### src/rtl/sipo_deser_pkg.sv
// Shared types and helpers for the sipo_deser serial-to-parallel deserialiser.
// Elaboration helpers keep the beat arithmetic in one place for the core, top and interface.
package sipo_pkg;

  typedef enum logic {
    S_FILL = 1'b0,
    S_HOLD = 1'b1
  } sipo_state_e;

  localparam int unsigned LANES_MIN = 1;
  localparam int unsigned LANES_MAX = 8;

  function automatic int unsigned beats(input int unsigned word_w, input int unsigned lanes);
    return word_w / lanes;
  endfunction

  function automatic bit lanes_ok(input int unsigned lanes);
    return lanes inside {1, 2, 4, 8};
  endfunction

endpackage

### src/rtl/sipo_deser_if.sv
// Serial-in / word-out bus of sipo_deser; the slave modport is the deserialiser's view.
interface sipo_deser_if #(
  parameter int unsigned WORD_W = 144,
  parameter int unsigned LANES  = 1
);
  import sipo_pkg::*;

  localparam int unsigned BEATS = beats(WORD_W, LANES);
  localparam int unsigned CNT_W = $clog2(BEATS + 1);

  logic              flush;
  logic [LANES-1:0]  ser_in;
  logic              ser_valid;
  logic              ser_ready;
  logic [WORD_W-1:0] out_data;
  logic              out_valid;
  logic              out_ready;
  logic [CNT_W-1:0]  beat_cnt;

  modport master (
    output flush, ser_in, ser_valid, out_ready,
    input  ser_ready, out_data, out_valid, beat_cnt
  );

  modport slave (
    input  flush, ser_in, ser_valid, out_ready,
    output ser_ready, out_data, out_valid, beat_cnt
  );

endinterface

### src/rtl/sipo_deser_shift_core.sv
// LANES-wide shift register with beat counter; done_o flags the beat that completes a word.
// word_o is the register value including the current beat, so the word can be captured on that edge.
module sipo_shift_core
  import sipo_pkg::*;
#(
  parameter  int unsigned WORD_W    = 144,
  parameter  int unsigned LANES     = 1,
  parameter  bit          MSB_FIRST = 1'b1,
  localparam int unsigned BEATS     = beats(WORD_W, LANES),
  localparam int unsigned CNT_W     = $clog2(BEATS + 1)
) (
  input  logic              clk,
  input  logic              rst,
  input  logic              clear_i,
  input  logic              shift_en_i,
  input  logic [LANES-1:0]  ser_i,
  output logic [WORD_W-1:0] sr_o,
  output logic [WORD_W-1:0] word_o,
  output logic [CNT_W-1:0]  cnt_o,
  output logic              done_o
);

  logic [WORD_W-1:0] sr_q, sr_d, shifted;
  logic [CNT_W-1:0]  cnt_q, cnt_d;

  // MSB-first shifts left and enters at the bottom; LSB-first shifts right and enters at the top.
  always_comb begin
    if (MSB_FIRST) shifted = (sr_q << LANES) | WORD_W'(ser_i);
    else           shifted = (sr_q >> LANES) | (WORD_W'(ser_i) << (WORD_W - LANES));
    done_o = shift_en_i && (cnt_q == CNT_W'(BEATS - 1));
    sr_d   = sr_q;
    cnt_d  = cnt_q;
    if (clear_i) begin
      sr_d  = '0;
      cnt_d = '0;
    end else if (shift_en_i) begin
      sr_d  = shifted;
      cnt_d = done_o ? '0 : cnt_q + CNT_W'(1);
    end
  end

  always_ff @(posedge clk or posedge rst) begin
    if (rst) begin
      sr_q  <= '0;
      cnt_q <= '0;
    end else begin
      sr_q  <= sr_d;
      cnt_q <= cnt_d;
    end
  end

  assign sr_o   = sr_q;
  assign word_o = shifted;
  assign cnt_o  = cnt_q;

endmodule

### src/rtl/sipo_deser.sv
// Parametrised SIPO deserialiser: assembles WORD_W-bit words from LANES-bit beats with backpressure.
// Optional feature macro SIPO_DBL_BUF_EN: shift register keeps filling while the output word is held.
module sipo_deser
  import sipo_pkg::*;
#(
  parameter int unsigned WORD_W    = 144,
  parameter int unsigned LANES     = 1,
  parameter bit          MSB_FIRST = 1'b1
) (
  input logic         clk,
  input logic         rst,
  sipo_deser_if.slave bus
);

  localparam int unsigned BEATS = beats(WORD_W, LANES);
  localparam int unsigned CNT_W = $clog2(BEATS + 1);

  if ((WORD_W % LANES) != 0) begin : g_bad_width
    $error("sipo_deser: WORD_W must be a multiple of LANES");
  end
  if (!lanes_ok(LANES)) begin : g_bad_lanes
    $error("sipo_deser: LANES must be 1, 2, 4 or 8");
  end

  sipo_state_e       state_q, state_d;
  logic [WORD_W-1:0] out_data_q, out_data_d;
  logic              out_valid_q, out_valid_d;
  logic              ser_ready;
  logic              shift_en, done;
  logic [WORD_W-1:0] sr, word;
  logic [CNT_W-1:0]  cnt;

  // flush wins over a coincident beat, so the core never sees that beat
  assign shift_en = bus.ser_valid && ser_ready && !bus.flush;

  sipo_shift_core #(
    .WORD_W    (WORD_W),
    .LANES     (LANES),
    .MSB_FIRST (MSB_FIRST)
  ) u_core (
    .clk        (clk),
    .rst        (rst),
    .clear_i    (bus.flush),
    .shift_en_i (shift_en),
    .ser_i      (bus.ser_in),
    .sr_o       (sr),
    .word_o     (word),
    .cnt_o      (cnt),
    .done_o     (done)
  );

  always_ff @(posedge clk or posedge rst) begin
    if (rst) begin
      state_q     <= S_FILL;
      out_data_q  <= '0;
      out_valid_q <= 1'b0;
    end else begin
      state_q     <= state_d;
      out_data_q  <= out_data_d;
      out_valid_q <= out_valid_d;
    end
  end

  always_comb begin
    state_d     = state_q;
    out_data_d  = out_data_q;
    out_valid_d = out_valid_q;
    if (bus.flush) begin
      state_d     = S_FILL;
      out_valid_d = 1'b0;
    end else begin
      unique case (state_q)
`ifdef SIPO_DBL_BUF_EN
        // HOLD here means a finished word is parked in the shift register behind a stalled output
        S_FILL: begin
          if (out_valid_q && bus.out_ready) out_valid_d = 1'b0;
          if (done) begin
            if (!out_valid_q || bus.out_ready) begin
              out_data_d  = word;
              out_valid_d = 1'b1;
            end else begin
              state_d = S_HOLD;
            end
          end
        end
        S_HOLD: begin
          if (bus.out_ready) begin
            out_data_d  = sr;
            out_valid_d = 1'b1;
            state_d     = S_FILL;
          end
        end
`else
        S_FILL: begin
          if (done) begin
            out_data_d  = word;
            out_valid_d = 1'b1;
            state_d     = S_HOLD;
          end
        end
        S_HOLD: begin
          if (bus.out_ready) begin
            out_valid_d = 1'b0;
            state_d     = S_FILL;
          end
        end
`endif
        default: state_d = S_FILL;
      endcase
    end
  end

  always_comb begin
    ser_ready = (state_q == S_FILL);
  end

  assign bus.ser_ready = ser_ready;
  assign bus.out_data  = out_data_q;
  assign bus.out_valid = out_valid_q;
  assign bus.beat_cnt  = cnt;

endmodule

### src/flat_wrapper.sv
// flat-port wrapper written by rule: the top's interface ports become plain ports
module sipo_deser_flat import sipo_pkg::*;
#(
  parameter int unsigned WORD_W    = 144,
  parameter int unsigned LANES     = 1,
  parameter bit          MSB_FIRST = 1'b1
)
  (clk, rst, bus_flush, bus_ser_in, bus_ser_valid, bus_out_ready, bus_ser_ready, bus_out_data, bus_out_valid, bus_beat_cnt);
  sipo_deser_if #(.WORD_W(WORD_W), .LANES(LANES)) bus_i ();
  input logic clk;
  input logic rst;
  input wire logic [$bits(bus_i.flush)-1:0] bus_flush;
  input wire logic [$bits(bus_i.ser_in)-1:0] bus_ser_in;
  input wire logic [$bits(bus_i.ser_valid)-1:0] bus_ser_valid;
  input wire logic [$bits(bus_i.out_ready)-1:0] bus_out_ready;
  output wire logic [$bits(bus_i.ser_ready)-1:0] bus_ser_ready;
  output wire logic [$bits(bus_i.out_data)-1:0] bus_out_data;
  output wire logic [$bits(bus_i.out_valid)-1:0] bus_out_valid;
  output wire logic [$bits(bus_i.beat_cnt)-1:0] bus_beat_cnt;
  assign bus_i.flush = bus_flush;
  assign bus_i.ser_in = bus_ser_in;
  assign bus_i.ser_valid = bus_ser_valid;
  assign bus_i.out_ready = bus_out_ready;
  assign bus_ser_ready = bus_i.ser_ready;
  assign bus_out_data = bus_i.out_data;
  assign bus_out_valid = bus_i.out_valid;
  assign bus_beat_cnt = bus_i.beat_cnt;
  sipo_deser #(.WORD_W(WORD_W), .LANES(LANES), .MSB_FIRST(MSB_FIRST)) u_core (.clk(clk), .rst(rst), .bus(bus_i));
endmodule
### config.mk
export PLATFORM = sky130hd
export DESIGN_NAME = sipo_deser_flat
export DESIGN_NICKNAME = d
export VERILOG_FILES = /design/src/rtl/sipo_deser_pkg.sv /design/src/rtl/sipo_deser_if.sv /design/src/rtl/sipo_deser_shift_core.sv /design/src/rtl/sipo_deser.sv /design/src/flat_wrapper.sv
export SDC_FILE = /design/constraint.sdc
export NUM_CORES = 1
export LEC_CHECK = 0
export CAP_MARGIN = 5
export CORE_ASPECT_RATIO = 0.5
export CORE_UTILIZATION = 40
export CTS_BUF_LIST = sky130_fd_sc_hd__clkbuf_8
export DETAILED_ROUTE_END_ITERATION = 12
export PLACE_DENSITY = 0.62
export SETUP_SLACK_MARGIN = 0.3
export SLEW_MARGIN = 20
export SYNTH_ARGS = -nofsm -noshare
export SYNTH_HDL_FRONTEND = slang
export SYNTH_SLANG_ARGS = --single-unit
export TNS_END_PERCENT = 20
### constraint.sdc
create_clock -name clk -period 27.6 [get_ports clk]
set_input_delay 5.52 -clock clk [delete_from_list [all_inputs] [get_ports clk]]
set_output_delay 5.52 -clock clk [all_outputs]
set_load 0.01 [all_outputs]
==> results.sh <==
export IMPL_async_flop_share_pct=100
export IMPL_p_switching_mw=0.181
export IMPL_fin_crit_sh_pct=30.3
export IMPL_synth_edf_count=0
export IMPL_critPathKind="in -> reg"
export IMPL_yosys_warnings=0
export IMPL_post_cts_setup_buffers=0
export IMPL_grt_max_degree=148
export IMPL_synth_distinct_cells=30
export IMPL_postSynthNetCount=681
export IMPL_num_io_pins=160
export IMPL_setup_tns_ps=0
export IMPL_num_rows=43
export IMPL_multi_input_area_um2=3700
export IMPL_tightest_slew_ps=1100
export IMPL_cts_resized=0
export IMPL_p_leak_nw=7.13
export IMPL_cp_max_fo=86
export IMPL_io_buffer_count=159
export IMPL_pwr_share_seq_pct=55.4
export IMPL_postSynthAreaPerCell_um2=17.1
export IMPL_die_h_um=122
export IMPL_ys_ff_latch=297
export IMPL_numCtsBuffers=44
export IMPL_clock_sinks=297
export IMPL_slew_headroom_pct=26.6
export IMPL_hold_viol=0
export IMPL_place_congestion=0.759
export IMPL_outcome="complete, no violations"
export IMPL_coreArea_um2=28000
export IMPL_vias=6281
export IMPL_netlist_area_um2=11500
export IMPL_r2r_start="u_core.u_core.cnt_o[1]$_DFFE_PP0P_"
export IMPL_period_needed_ps=8360
export IMPL_root_buffer="clkbuf_8"
export IMPL_syn_inst=674
export IMPL_ir_worst_vdd_mv=0.0248
export IMPL_p_sw_share_pct=23.0
export IMPL_dp_cells=1172
export IMPL_cts_buffer_depth=3
export IMPL_worst_setup_path_end_kind="flip-flop"
export IMPL_slew_violations=0
export IMPL_clk_pin_slew_ps=60
export IMPL_wl_per_cell_um=18.4
export IMPL_combPwrFrac_pct=2.5
export IMPL_grt_pass1_vias=6511
export IMPL_nets=845
export IMPL_drcViolationCount=0
export IMPL_grt_usage_pct=15.5
export IMPL_fin_skew_ps=9.98
export IMPL_grt_busiest_layer="met2"
export IMPL_p_per_area_nw_per_um2=55.7
export IMPL_final_antenna_net_count=0
export IMPL_start_util_pct=41.2
export IMPL_clk_latency_ps=560
export IMPL_hold_buffers=0
export IMPL_tritoncts="built"
export IMPL_rsz0062_at_grt="false"
export IMPL_power_internal_mw=0.607
export IMPL_min_from="u_core.u_core.sr_o[142]$_DFFE_PP0P_"
export IMPL_gr_total_overflow=0
export IMPL_maxCapViolations=0
export IMPL_area_delta_synth_final_pct=22.4
export IMPL_regArea_um2=7430
export IMPL_htree_num_levels=2
export IMPL_die_area_um2=29600
export IMPL_drtIter0Drc=417
export IMPL_startpoint="bus_flush"
export IMPL_start_kind="input pin"
export IMPL_critPathRequiredTime_ps=28040
export IMPL_diodes=0
export IMPL_fmax_mhz=120
export IMPL_drive_gt1_share_pct=25.1
export IMPL_grt_pass1_wl_um=36600
export IMPL_clockPowerShare_pct=42.1
export IMPL_gr_usage_met2_pct=24.4
export IMPL_setup_viol=0
export IMPL_dp_hpwl_um=13200
export IMPL_synth_seq_area_share_pct=64.4
export IMPL_synth_main_ff_cell="dfrtp_1"
export IMPL_use_met1_pct=20.8
export IMPL_viasPerCell=5.02
export IMPL_grt_use_met3_pct=3.77
export IMPL_wl_um=23100
export IMPL_first_pass_iters=6
export IMPL_arrival_ps=8800
export IMPL_fp_dieW_um=242
export IMPL_hold_class="reg -> reg"
export IMPL_layoutNonFillerInstCount=1251
export IMPL_antenna_found_initial=0
export IMPL_fillers=2356
kinds of logic after synthesis:
family,count (synthesis),synth area share (%)
flip-flops,297,64.4
AO/OA/AOI/OAI,155,11.7
multiplexers,145,18.6
buffers and inverters,52,3.71
AND/OR/NAND/NOR,20,1.24
XOR/XNOR,4,0.303
adder cells (fa/ha/maj),1,0.108
cell type report:
class	count	share of cell area (%)
Clock buffer	51	4.97
Clock inverter	26	0.779
Inverter	3	0.168
Multi-Input combinational cell	325	26.2
Sequential cell	297	52.6
Tap cell	382	3.38
Timing Repair Buffer	167	11.9
cell usage in the layout (no fill, tap or decap), types with 5 or more instances in the layout:
| master | synthesis | final |
|---|---|---|
| a22o_1 | 144 | 144 |
| buf_4 | 0 | 5 |
| clkbuf_8 | 0 | 51 |
| clkdlybuf4s50_1 | 0 | 159 |
| dfrtp_1 | 297 | 297 |
| inv_1 | 3 | 22 |
| mux2_2 | 7 | 7 |
| mux2_4 | 138 | 138 |
| nand2_1 | 5 | 5 |
state kept, by name, indices dropped and copies added, names as in the netlist:
signal	flops
u_core.bus.out_data	144
u_core.u_core.sr_o	143
u_core.u_core.cnt_o	8
u_core.bus.out_valid	1
u_core.state_q	1
stage by stage:
step | utilization (%) | cell area, µm² | hold WS, ps | setup slack [ps] | power [mW]
after CTS | 50.2 | 14100 | 509 | 19210 | 0.800
after detailed placement | 47.3 | 13300 | 488 | 18590 | 0.464
final | 50.4 | 14100 | 506 | 19240 | 0.787
after global placement | 47.3 | 13300 | 491 | 18650 | 0.464
after global routing | 50.4 | 14100 | 521 | 19120 | 0.823
after floorplan | - | 11500 | 466 | 13880 | 0.459
worst max-delay path: stages:
cell             delay (ps)
clkdlybuf4s50_1         630
nor3b_4                 260
buf_4                   500
nand2_8                 680
buf_4                   520
buf_16                  280
mux2_4                  330
routing by layer:
layer | vias up | share of wire, %
li1 | 2823 | -
met5 | - | 0
met3 | 38 | 4.0
met2 | 113 | 48
met4 | 0 | 2.2
met1 | 3307 | 46
power groups by stage:
stage               registers (mW)  clock network (mW)  logic [mW]
CTS                          0.436               0.344      0.0202
global route                 0.436               0.365      0.0226
finish                       0.437               0.331      0.0197
floorplan                    0.445                   0      0.0140
global placement             0.444                   0      0.0197
detailed placement           0.444                   0      0.0200
synth_stat cells (2+ instances only):
| master | count | area share [%] |
|---|---|---|
| inv_1 | 3 | 0.098 |
| a22o_1 | 144 | 11 |
| nor2_1 | 4 | 0.13 |
| dfrtp_1 | 297 | 64 |
| nand2_1 | 5 | 0.16 |
| buf_1 | 3 | 0.098 |
| mux2_4 | 138 | 18 |
| clkbuf_1 | 17 | 0.55 |
| o2111ai_1 | 2 | 0.15 |
| a31oi_1 | 4 | 0.22 |
| buf_2 | 13 | 0.56 |
| buf_12 | 11 | 1.9 |
| buf_6 | 5 | 0.49 |
| mux2_2 | 7 | 0.68 |
| and3_1 | 3 | 0.16 |
| xor2_1 | 4 | 0.30 |
path summary, 6_finish.rpt:
check | cells past startpoint | slack, ps | to
setup / recovery | 7 | 19240 | u_core.bus.out_data[129]$_DFFE_PP0P_
hold / removal | 1 | 510 | u_core.u_core.sr_o[142]$_DFFE_PP0P_
setup reg to reg | 7 | 24460 | u_core.bus.out_data[129]$_DFFE_PP0P_
hold reg to reg | 1 | 510 | u_core.u_core.sr_o[142]$_DFFE_PP0P_
max in group asynchronous | 3 | 20770 | u_core.u_core.sr_o[42]$_DFFE_PP0P_
min in group asynchronous | 2 | 5500 | u_core.state_q$_DFF_PP0_
(Power assumes the default switching activity.)
